File: config.mk
export PLATFORM = sky130hd
export DESIGN_NAME = logo_motion
export DESIGN_NICKNAME = d
export VERILOG_FILES = /design/src/rtl/logo_motion.sv
export SDC_FILE = /design/constraint.sdc
export NUM_CORES = 1
export LEC_CHECK = 0
export ABC_AREA = 1
export CORE_MARGIN = 1
export CORE_UTILIZATION = 42
export DETAILED_ROUTE_END_ITERATION = 10
export PLACE_DENSITY = 0.65
export SYNTH_ARGS = -nofsm -noshare
export SYNTH_HDL_FRONTEND = slang
export SYNTH_SLANG_ARGS = --single-unit
File: constraint.sdc
create_clock -name clk -period 2.1 [get_ports clk]
set_clock_uncertainty 0.05 [all_clocks]
set_input_delay 0.63 -clock clk [delete_from_list [all_inputs] [get_ports clk]]
set_output_delay 0.63 -clock clk [all_outputs]
set_load 0.05 [all_outputs]
File: src/rtl/logo_motion.sv
// Bouncing-logo position generator: moves the logo diagonally once per FRAME_DIV frames at the last pixel.
// Optional LOGO_MOTION_BOUNCE_CNT_EN adds an 8-bit bounce counter output.
module logo_motion #(
  parameter int SCREEN_W  = 640,
  parameter int SCREEN_H  = 480,
  parameter int LOGO_W    = 80,
  parameter int LOGO_H    = 96,
  parameter int STEP_X    = 2,
  parameter int STEP_Y    = 1,
  parameter int FRAME_DIV = 1,
  parameter int X_INIT    = 0,
  parameter int Y_INIT    = 0
) (
  input  logic       clk,
  input  logic       clr,
  input  logic [9:0] x_px,
  input  logic [9:0] y_px,
  input  logic       hold,
  output logic [9:0] x_logo,
  output logic [9:0] y_logo,
  output logic       moving_x,
  output logic       moving_y
`ifdef LOGO_MOTION_BOUNCE_CNT_EN
  ,
  output logic [7:0] bounce_cnt
`endif
);

  localparam logic [9:0] X_LIM    = 10'(SCREEN_W - LOGO_W);
  localparam logic [9:0] Y_LIM    = 10'(SCREEN_H - LOGO_H);
  localparam logic [9:0] X_LAST   = 10'(SCREEN_W - 1);
  localparam logic [9:0] Y_LAST   = 10'(SCREEN_H - 1);
  localparam logic [7:0] DIV_LAST = 8'(FRAME_DIV - 1);

  logic        frame_end;
  logic        fe_q;
  logic        tick;
  logic        update;
  logic [7:0]  div_cnt;
  logic [10:0] x_sum;
  logic [10:0] y_sum;
  logic [9:0]  x_next;
  logic [9:0]  y_next;
  logic        flip_x;
  logic        flip_y;

  assign frame_end = (x_px == X_LAST) && (y_px == Y_LAST);
  // Rising edge only, so a sync generator parked on the last pixel yields one tick.
  assign tick      = frame_end & ~fe_q;
  assign update    = tick & ~hold & (div_cnt == DIV_LAST);

  // Sums are 11-bit so a step past the right/bottom limit cannot wrap.
  always_comb begin
    x_sum  = {1'b0, x_logo} + 11'(STEP_X);
    x_next = x_logo;
    flip_x = 1'b0;
    if (moving_x) begin
      if (x_sum >= {1'b0, X_LIM}) begin
        x_next = X_LIM;
        flip_x = 1'b1;
      end else begin
        x_next = x_sum[9:0];
      end
    end else if ({1'b0, x_logo} <= 11'(STEP_X)) begin
      x_next = '0;
      flip_x = 1'b1;
    end else begin
      x_next = x_logo - 10'(STEP_X);
    end
  end

  always_comb begin
    y_sum  = {1'b0, y_logo} + 11'(STEP_Y);
    y_next = y_logo;
    flip_y = 1'b0;
    if (moving_y) begin
      if (y_sum >= {1'b0, Y_LIM}) begin
        y_next = Y_LIM;
        flip_y = 1'b1;
      end else begin
        y_next = y_sum[9:0];
      end
    end else if ({1'b0, y_logo} <= 11'(STEP_Y)) begin
      y_next = '0;
      flip_y = 1'b1;
    end else begin
      y_next = y_logo - 10'(STEP_Y);
    end
  end

  always_ff @(posedge clk or posedge clr) begin
    if (clr) begin
      x_logo   <= 10'(X_INIT);
      y_logo   <= 10'(Y_INIT);
      moving_x <= 1'b1;
      moving_y <= 1'b1;
      div_cnt  <= '0;
      fe_q     <= 1'b0;
    end else begin
      fe_q <= frame_end;
      if (tick && !hold) begin
        if (div_cnt == DIV_LAST) begin
          div_cnt  <= '0;
          x_logo   <= x_next;
          y_logo   <= y_next;
          moving_x <= moving_x ^ flip_x;
          moving_y <= moving_y ^ flip_y;
        end else begin
          div_cnt <= div_cnt + 8'd1;
        end
      end
    end
  end

`ifdef LOGO_MOTION_BOUNCE_CNT_EN
  // A corner hit flips both axes but counts as a single bounce.
  always_ff @(posedge clk or posedge clr) begin
    if (clr) begin
      bounce_cnt <= '0;
    end else if (update && (flip_x || flip_y)) begin
      bounce_cnt <= bounce_cnt + 8'd1;
    end
  end
`endif

endmodule

After elaboration in Yosys (flattened, before gate mapping)
Cells that the tools add are included.
- add/subtract/negate cells: 5
- reduce and logical (&&, ||, !) cells: 5
- muxes and demuxes: 13
- bitwise operators: 4
- $lt $le $gt $ge: 4
- eq/ne operators: 2
- operators by type and width (cell ; number):
    2-to-1 mux 10 bit ; 6
    adder 10 x 1 -> 11 bit, second input constant ; 1
    adder 10 x 2 -> 11 bit, second input constant ; 1
    >= comparator 11 x 10 -> 1 bit, second input constant ; 1
    >= comparator 11 x 9 -> 1 bit, second input constant ; 1
    == test 10 bit, second input constant ; 1
    == test 10 x 9 -> 1 bit, second input constant ; 1
    <= comparator 10 x 1 -> 1 bit, second input constant ; 1
    <= comparator 10 x 2 -> 1 bit, second input constant ; 1
    subtractor 10 x 1 -> 10 bit, second input constant ; 1
    subtractor 10 x 2 -> 10 bit, second input constant ; 1
    adder 8 x 1 -> 8 bit, second input constant ; 1
    logical NOT 8 bit ; 1
    2-to-1 mux 8 bit ; 1
    2-to-1 mux 1 bit ; 6
    logical AND 1 bit ; 2
    AND reduction 2 bit ; 1
    bitwise XOR 1 bit ; 2
    bitwise AND 1 bit ; 1
    logical NOT 1 bit ; 1
    NOT 1 bit ; 1
- bits of input ports: 23
- word-level logic and storage cells: 39
- output and inout bits: 22
- register bits: 31

Logic depth before layout (Yosys ltp)
- word-level depth: 5
- gate-level depth with buffers: 12
- gate-level depth less buffers: 12

Worst setup path after synthesis
No wires, ideal clock.
- kind: reg2reg
- start: reg x_logo[1]
- end: reg moving_x
- library setup time: 0.076 ns
- required time: 1.974 ns
- path buffers: 0
- period minus slack after synthesis: 1.942 ns
- cell stages (with the launch flop): 13
- setup slack: 0.158 ns
- arrival: 1.816 ns
- path through: dfrtp_1 > ha_1 > nand2_1 > nor2_4 > nand2_1 > nand2_1 > nand2_2 > nor2_1 > nand3_2 > nand2_1 > nand2_1 > nand2_1 > nand2_1
- cells in the longest elaborated chain, start to end: 5
- elaborated cells between the ends (all ways): 7
- classes of those cells: 1 x add/sub; 2 x order compare; 3 x mux; 1 x bitwise
- RTL lines (item ; RTL line ; RTL):
    from (decl) ; 19 ; output logic [9:0] x_logo,
    from (signal assigned) ; 93 ; x_logo <= 10'(X_INIT);
    from (signal assigned) ; 104 ; x_logo <= x_next;
    adder 10 x 2 -> 11 bit ; 54 ; x_sum = {1'b0, x_logo} + 11'(STEP_X);
    >= comparator 11 x 10 -> 1 bit ; 58 ; if (x_sum >= {1'b0, X_LIM}) begin
    2-to-1 mux 1 bit ; 58 ;
    2-to-1 mux 1 bit * ; 57 ; if (moving_x) begin
    bitwise XOR 1 bit * ; 106 ; moving_x <= moving_x ^ flip_x;
    to (signal assigned) ; 106 ;
    to (decl) ; 21 ; output logic moving_x,
Mark *: on every way between the ends. The rest lies on a longest branch, timed or not.
A chain may end at the register's enable or synchronous reset.

Final worst setup path
- start: in x_px[6]
- end: reg x_logo[6]
- cells in the longest elaborated chain, start to end: 5
- RTL lines (item ; RTL line ; RTL):
    from (decl) ; 16 ; input logic [9:0] x_px,
    == test 10 bit ; 47 ; assign frame_end = (x_px == X_LAST) && (y_px == Y_LAST);
    logical AND 1 bit ; 47 ;
    bitwise AND 1 bit ; 49 ; assign tick = frame_end & ~fe_q;
    logical AND 1 bit ; 101 ; if (tick && !hold) begin
    AND reduction 2 bit (no source line) ; -- ;
Every way passes these cells.

==> results.yml <==
floorplanning:
  num_rows: 29
  core_um2: 6460
  die_y_um: 84.4
  die-area_um2: 7120
  io_pins: 45
  fp.dieW_um: 84.4
  initial_core_util_pct: 44.1
route:
  dr.pass1.iters: 8
  ant_nets: 0
  wl_per_cell_um: 13.2
  drtIter0Drc: 155
  routed_via_density: 5.13
  post-route-drc-count: 10
  vias: 2919
  wl_mm: 7.52
clocking:
  root_buffer: "clkbuf_8"
  htree_levels: 2
  cts_tree: "yes"
  clkTransAtPathRegs_ns: 0.07
  clock_latency_ns: 0.30
  cts_buffer_depth: 2
  numCtsBuffers: 5
  clkSinkCount: 30
timing:
  final_max_slew_viol_count: 0
  period_share_pct: 94.7
  min_period_ns: 1.99
  clock.fmax_mhz: 503
  hold_viol_final: 0
  grt_setup_unrepaired: "yes"
  setup_ws_ns: 0.111
  final-setup-viol-count: 0
yosys:
  synth_nets: 465
  synth_top_family_by_area: "simple AND/OR/NAND/NOR gates"
  yosysTopAreaCellShare_pct: 24.6
  seq_area_frac_synth_pct: 26.4
  synth_area_per_cell_um2: 6.57
  yosys_warnings: 0
  synth_compound_gate_area_share_pct: 8.87
  synth_area_um2: 2850
  synth_xor_area_share_pct: 5.22
  synth.largest_area_cell: "dfrtp_1"
  yosys.area_share.adder_pct: 3.51
  synthMuxAreaShare_pct: 0
  yosys.area_share.simple_pct: 45.5
  synthCells: 434
  ys_ff_latch: 30
  ys_types: 34
  synth_area_leaders: "dfrtp_1 (25%), nand2_1 (17%), inv_1 (6.3%), nor2_1 (6.3%), nand3_1 (5.8%)"
global_route:
  overflow: 0
  grt_max_degree: 31
  grt_pass1_wl_mm: 12.7
  grt_usage_pct: 21.8
  grt_pass1_vias: 2773
  antenna_found_initial: 0
placement:
  dp_slack_ns: -0.222
  dp.cells: 558
  gp_congestion: 0.918
  port_buffers: 43
  dpl.hpwl_mm: 5.51
final_layout:
  n_antenna_cell: 0
  final_cell_mix: "nand2_1 (130), nor2_1 (48), inv_1 (47)"
  register_area_um2: 754
  drive_gt1_share_pct: 20.1
  layout_commonest_cell: "nand2_1"
  stdcell_count: 569
  multi_input_area_um2: 1850
  area_growth_pct: 30.7
  finalNetCount: 522
  fillerInstances: 596
worst_setup_path:
  crit_required_ns: 2.26
  crit_type: "input port to register"
  crit_path_start_kind: "input port"
  critical_path.max_fanout: 5
  critPathArrivalTime_ns: 2.15
  worstSetupEndpointType: "register"
hold_path:
  hold_class: "register to register"
run_status:
  violations: "DRC"
  status: "complete, but fails checks"
pwr:
  p_leak_nw: 1.86
  power.density_nw_per_um2: 316
  max-vdd-ir-drop_uv: 292
flow_run:
  maxCapViolCount: 0
-- layer usage --
layer	global-route usage, %	wire length (um)
met1	30.4	3630
met2	34.5	3330
met3	4.62	450
met4	5.86	102
met5	0	0
-- power by group --
part | internal (mW) | switching (mW)
Clock | 0.264 | 0.256
Combinational | 0.0426 | 0.0363
Sequential | 0.578 | 0.00000195
Total | 0.884 | 0.292
-- final timing paths --
| check | endpoint | cells past startpoint | start | slack (ns) |
|---|---|---|---|---|
| max in group asynchronous | moving_x | 3 | clr | 1.00 |
| hold / removal | div_cnt[7] | 2 | div_cnt[7] | 0.49 |
| setup reg to reg | moving_x | 12 | x_logo[1] | 0.22 |
| setup / recovery | x_logo[6] | 9 | x_px[6] | 0.11 |
| min in group asynchronous | y_logo[5] | 3 | clr | 0.67 |
| hold reg to reg | div_cnt[7] | 2 | div_cnt[7] | 0.49 |
-- kinds of logic (layout without fill, tap and decap cells) --
kind of cell,after synthesis,count (layout)
xor+xnor,17,17
other cells,1,1
simple gates,267,268
buf+inv,68,125
fa+ha+maj,8,8
flops,30,30
compound gates,43,43
-- cells in the mapped netlist --
cell and number:
nand2_1 130, nand3b_4 1, inv_2 9, nand3_2 3, ha_1 8, conb_1 1
nand2_2 10, nor3b_1 1, a21oi_1 15, nand4_1 16, o31ai_1 1, buf_2 2
xor2_1 15, inv_1 48, nor2_2 5, a21boi_1 5, nand3_4 1, nor3_1 4
buf_6 3, nor3_2 5, clkbuf_1 2, nor2_4 8, dfstp_2 2, a21oi_4 1
nand4_4 1, buf_4 4, dfrtp_1 28, nand3_1 33, o21ai_4 1, nor2_1 48
nand4_2 1, xnor2_1 2, o21ai_0 8, o21ai_1 12
-- metrics by stage --
step	utilization, %	TNS, ns	hold slack, ns	area [um^2]	power [mW]
floorplan	-	0	0.437	2850	0.615
global placement	54.9	-3.82	0.464	3540	0.666
detailed placement	54.9	-5.19	0.481	3540	0.667
CTS	56.3	0	0.497	3640	1.18
global route	57.7	-0.0287	0.558	3720	1.22
finish	57.7	0	0.494	3720	1.18
-- registers in the layout (all words and copies together) (netlist names) --
| register | cells |
|---|---|
| div_cnt | 8 |
| fe_q | 1 |
| moving_x | 1 |
| moving_y | 1 |
| x_logo | 9 |
| y_logo | 10 |
-- critical path, stage by stage --
cell and delay (ns):
clkdlybuf4s50_1 0.47, inv_2 0.03, nor2_2 0.12, nand4_4 0.14, nor3_4 0.26, nand3_4 0.14
nor2_4 0.21, nand2_1 0.08, o21ai_1 0.07
-- repair_timing --
item                                    4_1_cts  5_1_grt
buffers inserted                              0        2
resized for setup                             0       13
hold buffers                                  0        0
endpoints found under the hold margin         0        0
endpoints found under the setup margin        0       11
-- cell type report --
| class | count | area share, % |
|---|---|---|
| multi-input combinational | 337 | 49.6 |
| sequential | 30 | 20.3 |
| timing repair buffer | 60 | 19.2 |
| inverter | 57 | 5.74 |
| tap | 77 | 2.59 |
| clock buffer | 6 | 2.22 |
| clock inverter | 2 | 0.336 |
No activity file was read; power rests on OpenSTA's default activity.
